`config.mk`:
```
export PLATFORM = sky130hd
export DESIGN_NAME = data_gen
export DESIGN_NICKNAME = d
export VERILOG_FILES = /design/src/rtl/data_gen.sv
export SDC_FILE = /design/constraint.sdc
export NUM_CORES = 1
export LEC_CHECK = 0
export CORE_UTILIZATION = 50
export CTS_CLUSTER_SIZE = 8
export DETAILED_ROUTE_END_ITERATION = 10
export PLACE_DENSITY = 0.8
export SYNTH_ARGS = -nofsm -noshare
export SYNTH_HDL_FRONTEND = slang
export SYNTH_SLANG_ARGS = --single-unit
```
`constraint.sdc`:
```
create_clock -name clk -period 3.7 [get_ports clk]
set_input_delay 0.74 -clock clk [delete_from_list [all_inputs] [get_ports clk]]
set_output_delay 0.74 -clock clk [all_outputs]
set_load 0.01 [all_outputs]
```
`src/rtl/data_gen.sv`:
```
`default_nettype none
// data_gen: Fibonacci / BCD-up / BCD-down value sequencer paced by a prog-selected slow tick.
// Define DATA_GEN_PAUSE_EN to add the PAUSE state and honour the stop input.
module data_gen #(
  parameter int unsigned BASE_DIV = 10_000_000
) (
  input  logic        clk,
  input  logic        rst,
  input  logic        start,
  input  logic        stop,
  input  logic [2:0]  prog,
  input  logic [1:0]  modulo,
  output logic [15:0] data_2,
  output logic        upd,
  output logic        busy,
  output logic        done
);

  localparam logic [1:0] S_IDLE  = 2'd0;
  localparam logic [1:0] S_RUN   = 2'd1;
  localparam logic [1:0] S_DONE  = 2'd3;
`ifdef DATA_GEN_PAUSE_EN
  localparam logic [1:0] S_PAUSE = 2'd2;
`endif

  localparam logic [1:0] M_FIB  = 2'b00;
  localparam logic [1:0] M_UP   = 2'b01;
  localparam logic [1:0] M_DOWN = 2'b10;
  localparam logic [1:0] M_NONE = 2'b11;

  function automatic logic [15:0] f_bcd_inc(input logic [15:0] v);
    logic [15:0] r;
    logic        c;
    r = v;
    c = 1'b1;
    for (int i = 0; i < 4; i++) begin
      if (c) begin
        if (r[i*4 +: 4] == 4'd9) begin
          r[i*4 +: 4] = 4'd0;
        end else begin
          r[i*4 +: 4] = r[i*4 +: 4] + 4'd1;
          c = 1'b0;
        end
      end
    end
    return r;
  endfunction

  function automatic logic [15:0] f_bcd_dec(input logic [15:0] v);
    logic [15:0] r;
    logic        b;
    r = v;
    b = 1'b1;
    for (int i = 0; i < 4; i++) begin
      if (b) begin
        if (r[i*4 +: 4] == 4'd0) begin
          r[i*4 +: 4] = 4'd9;
        end else begin
          r[i*4 +: 4] = r[i*4 +: 4] - 4'd1;
          b = 1'b0;
        end
      end
    end
    return r;
  endfunction

  logic [1:0]  r_state, w_state_d;
  logic [31:0] r_div, w_div_d;
  logic [1:0]  r_mode, w_mode_d;
  logic [15:0] r_cur, w_cur_d;
  logic [16:0] r_nxt, w_nxt_d;
  logic [15:0] r_data, w_data_d;
  logic        r_upd, w_upd_d;
  logic        r_busy, r_done;

  logic [31:0] w_thresh;
  logic        w_tick;
  logic        w_load;
  logic        w_stop;
  logic [15:0] w_inc, w_dec;

  // >= rather than == so a prog decrease mid-count ticks on the next cycle.
  assign w_thresh = (BASE_DIV << prog) - 32'd1;
  assign w_tick   = (r_state == S_RUN) && (r_div >= w_thresh);
  assign w_load   = start && (modulo != M_NONE) &&
                    ((r_state == S_IDLE) || (r_state == S_DONE));
`ifdef DATA_GEN_PAUSE_EN
  assign w_stop   = stop && (r_state == S_RUN);
`else
  assign w_stop   = 1'b0 & stop;
`endif
  assign w_inc    = f_bcd_inc(r_data);
  assign w_dec    = f_bcd_dec(r_data);

  always_ff @(posedge clk or negedge rst) begin
    if (!rst) r_state <= S_IDLE;
    else      r_state <= w_state_d;
  end

  always_comb begin
    w_state_d = r_state;
    case (r_state)
      S_IDLE, S_DONE: if (w_load) w_state_d = S_RUN;
      S_RUN: begin
        if (w_stop) begin
`ifdef DATA_GEN_PAUSE_EN
          w_state_d = S_PAUSE;
`endif
        end else if (w_tick) begin
          case (r_mode)
            M_FIB:   if (r_nxt[16])           w_state_d = S_DONE;
            M_UP:    if (w_inc == 16'h9999)   w_state_d = S_DONE;
            M_DOWN:  if (w_dec == 16'h0000)   w_state_d = S_DONE;
            default: w_state_d = S_RUN;
          endcase
        end
      end
`ifdef DATA_GEN_PAUSE_EN
      S_PAUSE: if (start && !stop) w_state_d = S_RUN;
`endif
      default: w_state_d = S_IDLE;
    endcase
  end

  always_comb begin
    w_div_d  = r_div;
    w_mode_d = r_mode;
    w_cur_d  = r_cur;
    w_nxt_d  = r_nxt;
    w_data_d = r_data;
    w_upd_d  = 1'b0;
    case (r_state)
      S_IDLE, S_DONE: begin
        if (w_load) begin
          w_mode_d = modulo;
          w_div_d  = 32'd0;
          w_cur_d  = 16'd0;
          w_nxt_d  = 17'd1;
          w_data_d = (modulo == M_DOWN) ? 16'h9999 : 16'h0000;
        end
      end
      S_RUN: begin
        if (w_stop) begin
          w_div_d = r_div;
        end else if (w_tick) begin
          w_div_d = 32'd0;
          case (r_mode)
            M_FIB: begin
              if (!r_nxt[16]) begin
                w_cur_d  = r_nxt[15:0];
                w_nxt_d  = {1'b0, r_cur} + {1'b0, r_nxt[15:0]};
                w_data_d = r_nxt[15:0];
                w_upd_d  = 1'b1;
              end
            end
            M_UP: begin
              w_data_d = w_inc;
              w_upd_d  = 1'b1;
            end
            M_DOWN: begin
              w_data_d = w_dec;
              w_upd_d  = 1'b1;
            end
            default: w_upd_d = 1'b0;
          endcase
        end else begin
          w_div_d = r_div + 32'd1;
        end
      end
      default: w_div_d = r_div;
    endcase
  end

  always_ff @(posedge clk or negedge rst) begin
    if (!rst) begin
      r_div  <= 32'd0;
      r_mode <= M_FIB;
      r_cur  <= 16'd0;
      r_nxt  <= 17'd1;
      r_data <= 16'd0;
      r_upd  <= 1'b0;
      r_busy <= 1'b0;
      r_done <= 1'b0;
    end else begin
      r_div  <= w_div_d;
      r_mode <= w_mode_d;
      r_cur  <= w_cur_d;
      r_nxt  <= w_nxt_d;
      r_data <= w_data_d;
      r_upd  <= w_upd_d;
      r_busy <= (w_state_d == S_RUN);
      r_done <= (w_state_d == S_DONE);
    end
  end

  assign data_2 = r_data;
  assign upd    = r_upd;
  assign busy   = r_busy;
  assign done   = r_done;

endmodule
`default_nettype wire

```
==> results by group <==
CTS
  – CTS tree: built
  – Clk Latency, worst-skew pair: ~350 ps
  – Worst-case clock buffer depth: 2
  – Root Buffer: clkbuf_16
  – Clk slew on worst S/H paths: ~60 ps
  – Cts bufs inserted: 9
  – Clk sink count: 88
  – H-tree levels: 3
  – Hold buffer count at CTS: 0

Critical path
  – FF-to-FF Start: data_2[9]
  – CP Max Fanout: 6
  – Startpoint Class: primary input
  – Worst path required time: 3940 ps
  – CP endpoint kind: flip-flop
  – Internal reg-to-reg setup slack: between 800 and 900 ps
  – CP startpoint: prog[1]
  – Critical path arrival: ~4000 ps
  – CP Class: primary input to flip-flop

Timing
  – Slew Viols, Final: 0
  – Max transition margin: between 40% and 50%
  – RSZ-0062 raised after global routing: true
  – Final hold vios: 0
  – Final clock period utilization by the worst path: 101%
  – Slew @ Worst Pin: about 860 ps
  – Hold slack: around 310 ps
  – Layout Skew: between 9 and 10 ps
  – Final setup fails: 28
  – Min Tclk post-route: ~3700 ps
  – Fmax: 267 MHz
  – Fin worst setup slack: -40.5 ps

Hold path
  – Min-Delay Path Class: primary input to asynchronous set/reset pin

Placed design
  – Placer Congestion: between 0.8 and 0.9
  – Final HPWL DP: between 10000 and 15000 µm
  – PortBufs: 26
  – Placed inst area: about 7800 µm²

Logic synthesis
  – Area leader, netlist: dfrtp_1
  – Top cell type's share of synthesized area: 31.4%
  – XOR/XNOR share of the synthesized area: 5.44%
  – Register bit total from synthesis: 88
  – Post-Synth Adder-Cell Area: between 10% and 20%
  – Mux contribution to synthesized area: 4.68%
  – Sequential area share after synthesis: a little under a third
  – Ys Warns: 0
  – Synth async-reset ratio: 100%
  – Cells after synthesis: a little over 800
  – Main combinational cell family by area after synthesis: simple AND/OR/NAND/NOR gates
  – Syn Nets: roughly 870
  – Synthesized area: approximately 6900 µm²
  – Compound-cell area share of the yosys netlist: 21.4%
  – Synth Flop Type: dfrtp_1
  – Mean Syn Cell Area: 8.60 µm²
  – Distinct cell type count after synthesis: a little under 80
  – Synth top area cells: dfrtp_1 31%, ha_1 10%, nor2_1 5.0%
  – EDFF count, synth: 0
  – Synth Area in Simple Gates: between 20% and 30%

Floorplanning
  – Die height: around 120 µm
  – Core Region: approximately 13000 µm²
  – Die area: around 14000 µm²
  – Initial Utilization: ~52%
  – Std-Cell Rows: 42
  – I/O pin total: 28
  – Die width: roughly 120 µm

Global routing
  – Pin count of the biggest net entering global routing: 32
  – Gr ovfl total: 0
  – Initial antenna violation count: 0
  – First-pass GRT wire length: approximately 32000 µm
  – All-Layer GR Usage: between 20% and 30%
  – Vias in the first global route: around 6300

Power
  – P_leak: roughly 3.9 nW
  – Peak VDD IR: ~0.00036 V
  – PD cells: around 520 nW/µm²

Routing
  – First-pass DRT Iterations: 8
  – Via-to-Cell Ratio: 6.37
  – First-iteration detailed-routing DRC count: roughly 900
  – WL/cell: roughly 19 µm
  – Final wirelength: between 20000 and 25000 µm
  – Via count: 6824
  – DRT antenna net count: 0
  – DRC violations left: 0

Final layout
  – Share of post-route cells with drive strength above 1: ~22%
  – Commonest cells after routing, fill and taps aside: 87 x dfrtp_1, 77 x nor2_1, 70 x buf_4
  – Post-layout nets: between 900 and 1000
  – Commonest non-fill, non-tap cell in the layout: dfrtp_1
  – Synth-to-layout area growth: 27.2%
  – FILL cells: ~1000
  – Antenna diodes: 0
  – Final instance area: 8810 µm²

Outcome
  – Status: finished, violations left
  – Violated checks: negative setup slack

Flow run
  – MaxCap Viol Count: 0
-- synthesized netlist by cell type, types with 11 or more instances --
library cell,number
inv_1,31
nand2_1,64
nor2_1,92
a21oi_1,35
clkbuf_1,35
and3_1,11
mux2i_1,11
o21ai_0,48
a22o_1,29
nor3_1,13
dfrtp_1,87
nand4_1,22
xnor2_1,28
mux2_2,17
nand3_1,30
ha_1,56
nand2b_1,13
xor2_1,15
-- worst max-delay path, cell delays in order --
cell      delay, ps
buf_4           120
inv_8            50
ha_4            170
buf_4           140
nor2_1           80
a21oi_1          80
or4b_4          590
xnor2_2         170
ha_1            320
o21ai_1          90
a211oi_2        240
and4_4          290
o21ai_2          60
a21o_4          260
buf_16          150
buf_8           130
buf_6           110
a22o_1          190
-- what timing repair did --
item / CTS / global route
pin swaps: 32 / 26
gates cloned: 2 / 3
gates resized for setup: 62 / 62
setup buffers: 19 / 5
setup endpoints to repair: 86 / 85
-- metal layers --
| layer | part of all wire (%) | up-vias | global-route usage (%) |
|---|---|---|---|
| li1 | - | 3134 | - |
| met1 | 44 | 3310 | 38.7 |
| met2 | 46 | 334 | 41.7 |
| met3 | 7.2 | 46 | 4.85 |
| met4 | 2.5 | 0 | 10.9 |
| met5 | 0 | - | 0 |
-- registers in the layout, summed over array words and instances (netlist names) --
signal	flops
r_div	32
r_nxt	17
data_2	16
r_cur	16
r_mode	2
r_state	2
busy	1
done	1
upd	1
-- power breakdown --
group          internal (mW)  switching, mW  total, mW
Clock                  0.473          0.396      0.869
Sequential              1.05          0.180       1.23
Combinational           1.09           1.40       2.48
-- cells by family after synthesis --
logic type	count (synthesis)
flops	88
simple gates	298
buf+inv	78
mux	29
compound gates	211
fa+ha+maj	57
other cells	1
xor+xnor	43
-- layout make-up --
cell class,count,area [µm²],share of cell area (%)
Tap cell,176,220,2.50
Inverter,32,130,1.48
Timing Repair Buffer,120,1150,13.1
Multi-Input combinational cell,640,4830,54.9
Clock buffer,13,250,2.84
Clock inverter,3,17.5,0.199
Sequential cell,88,2200,25.0
-- stage by stage --
step                utilization (%)  TNS [ps]  setup slack [ps]  instances  power, mW
detailed placement             58.6    -71160              -965       1030       3.19
finish                         66.0      -678             -40.5       1072       4.58
global placement               58.6    -62400              -820       1030       3.15
CTS                            63.6    -0.401            -0.401       1066       4.27
floorplan                         -     -7100              -245        805       2.53
global route                   66.0     -4570              -227       1072       4.79
-- worst paths after layout --
check / end / cells past startpoint
worst max-delay path: r_cur[13] / 18
worst min-delay path: r_cur[2] / 1
worst max register to register: data_2[14] / 7
worst min register to register: r_div[0] / 1
max in group asynchronous: r_div[2] / 2
min in group clk: r_div[0] / 1
No activity file was read; power rests on OpenSTA's default activity.
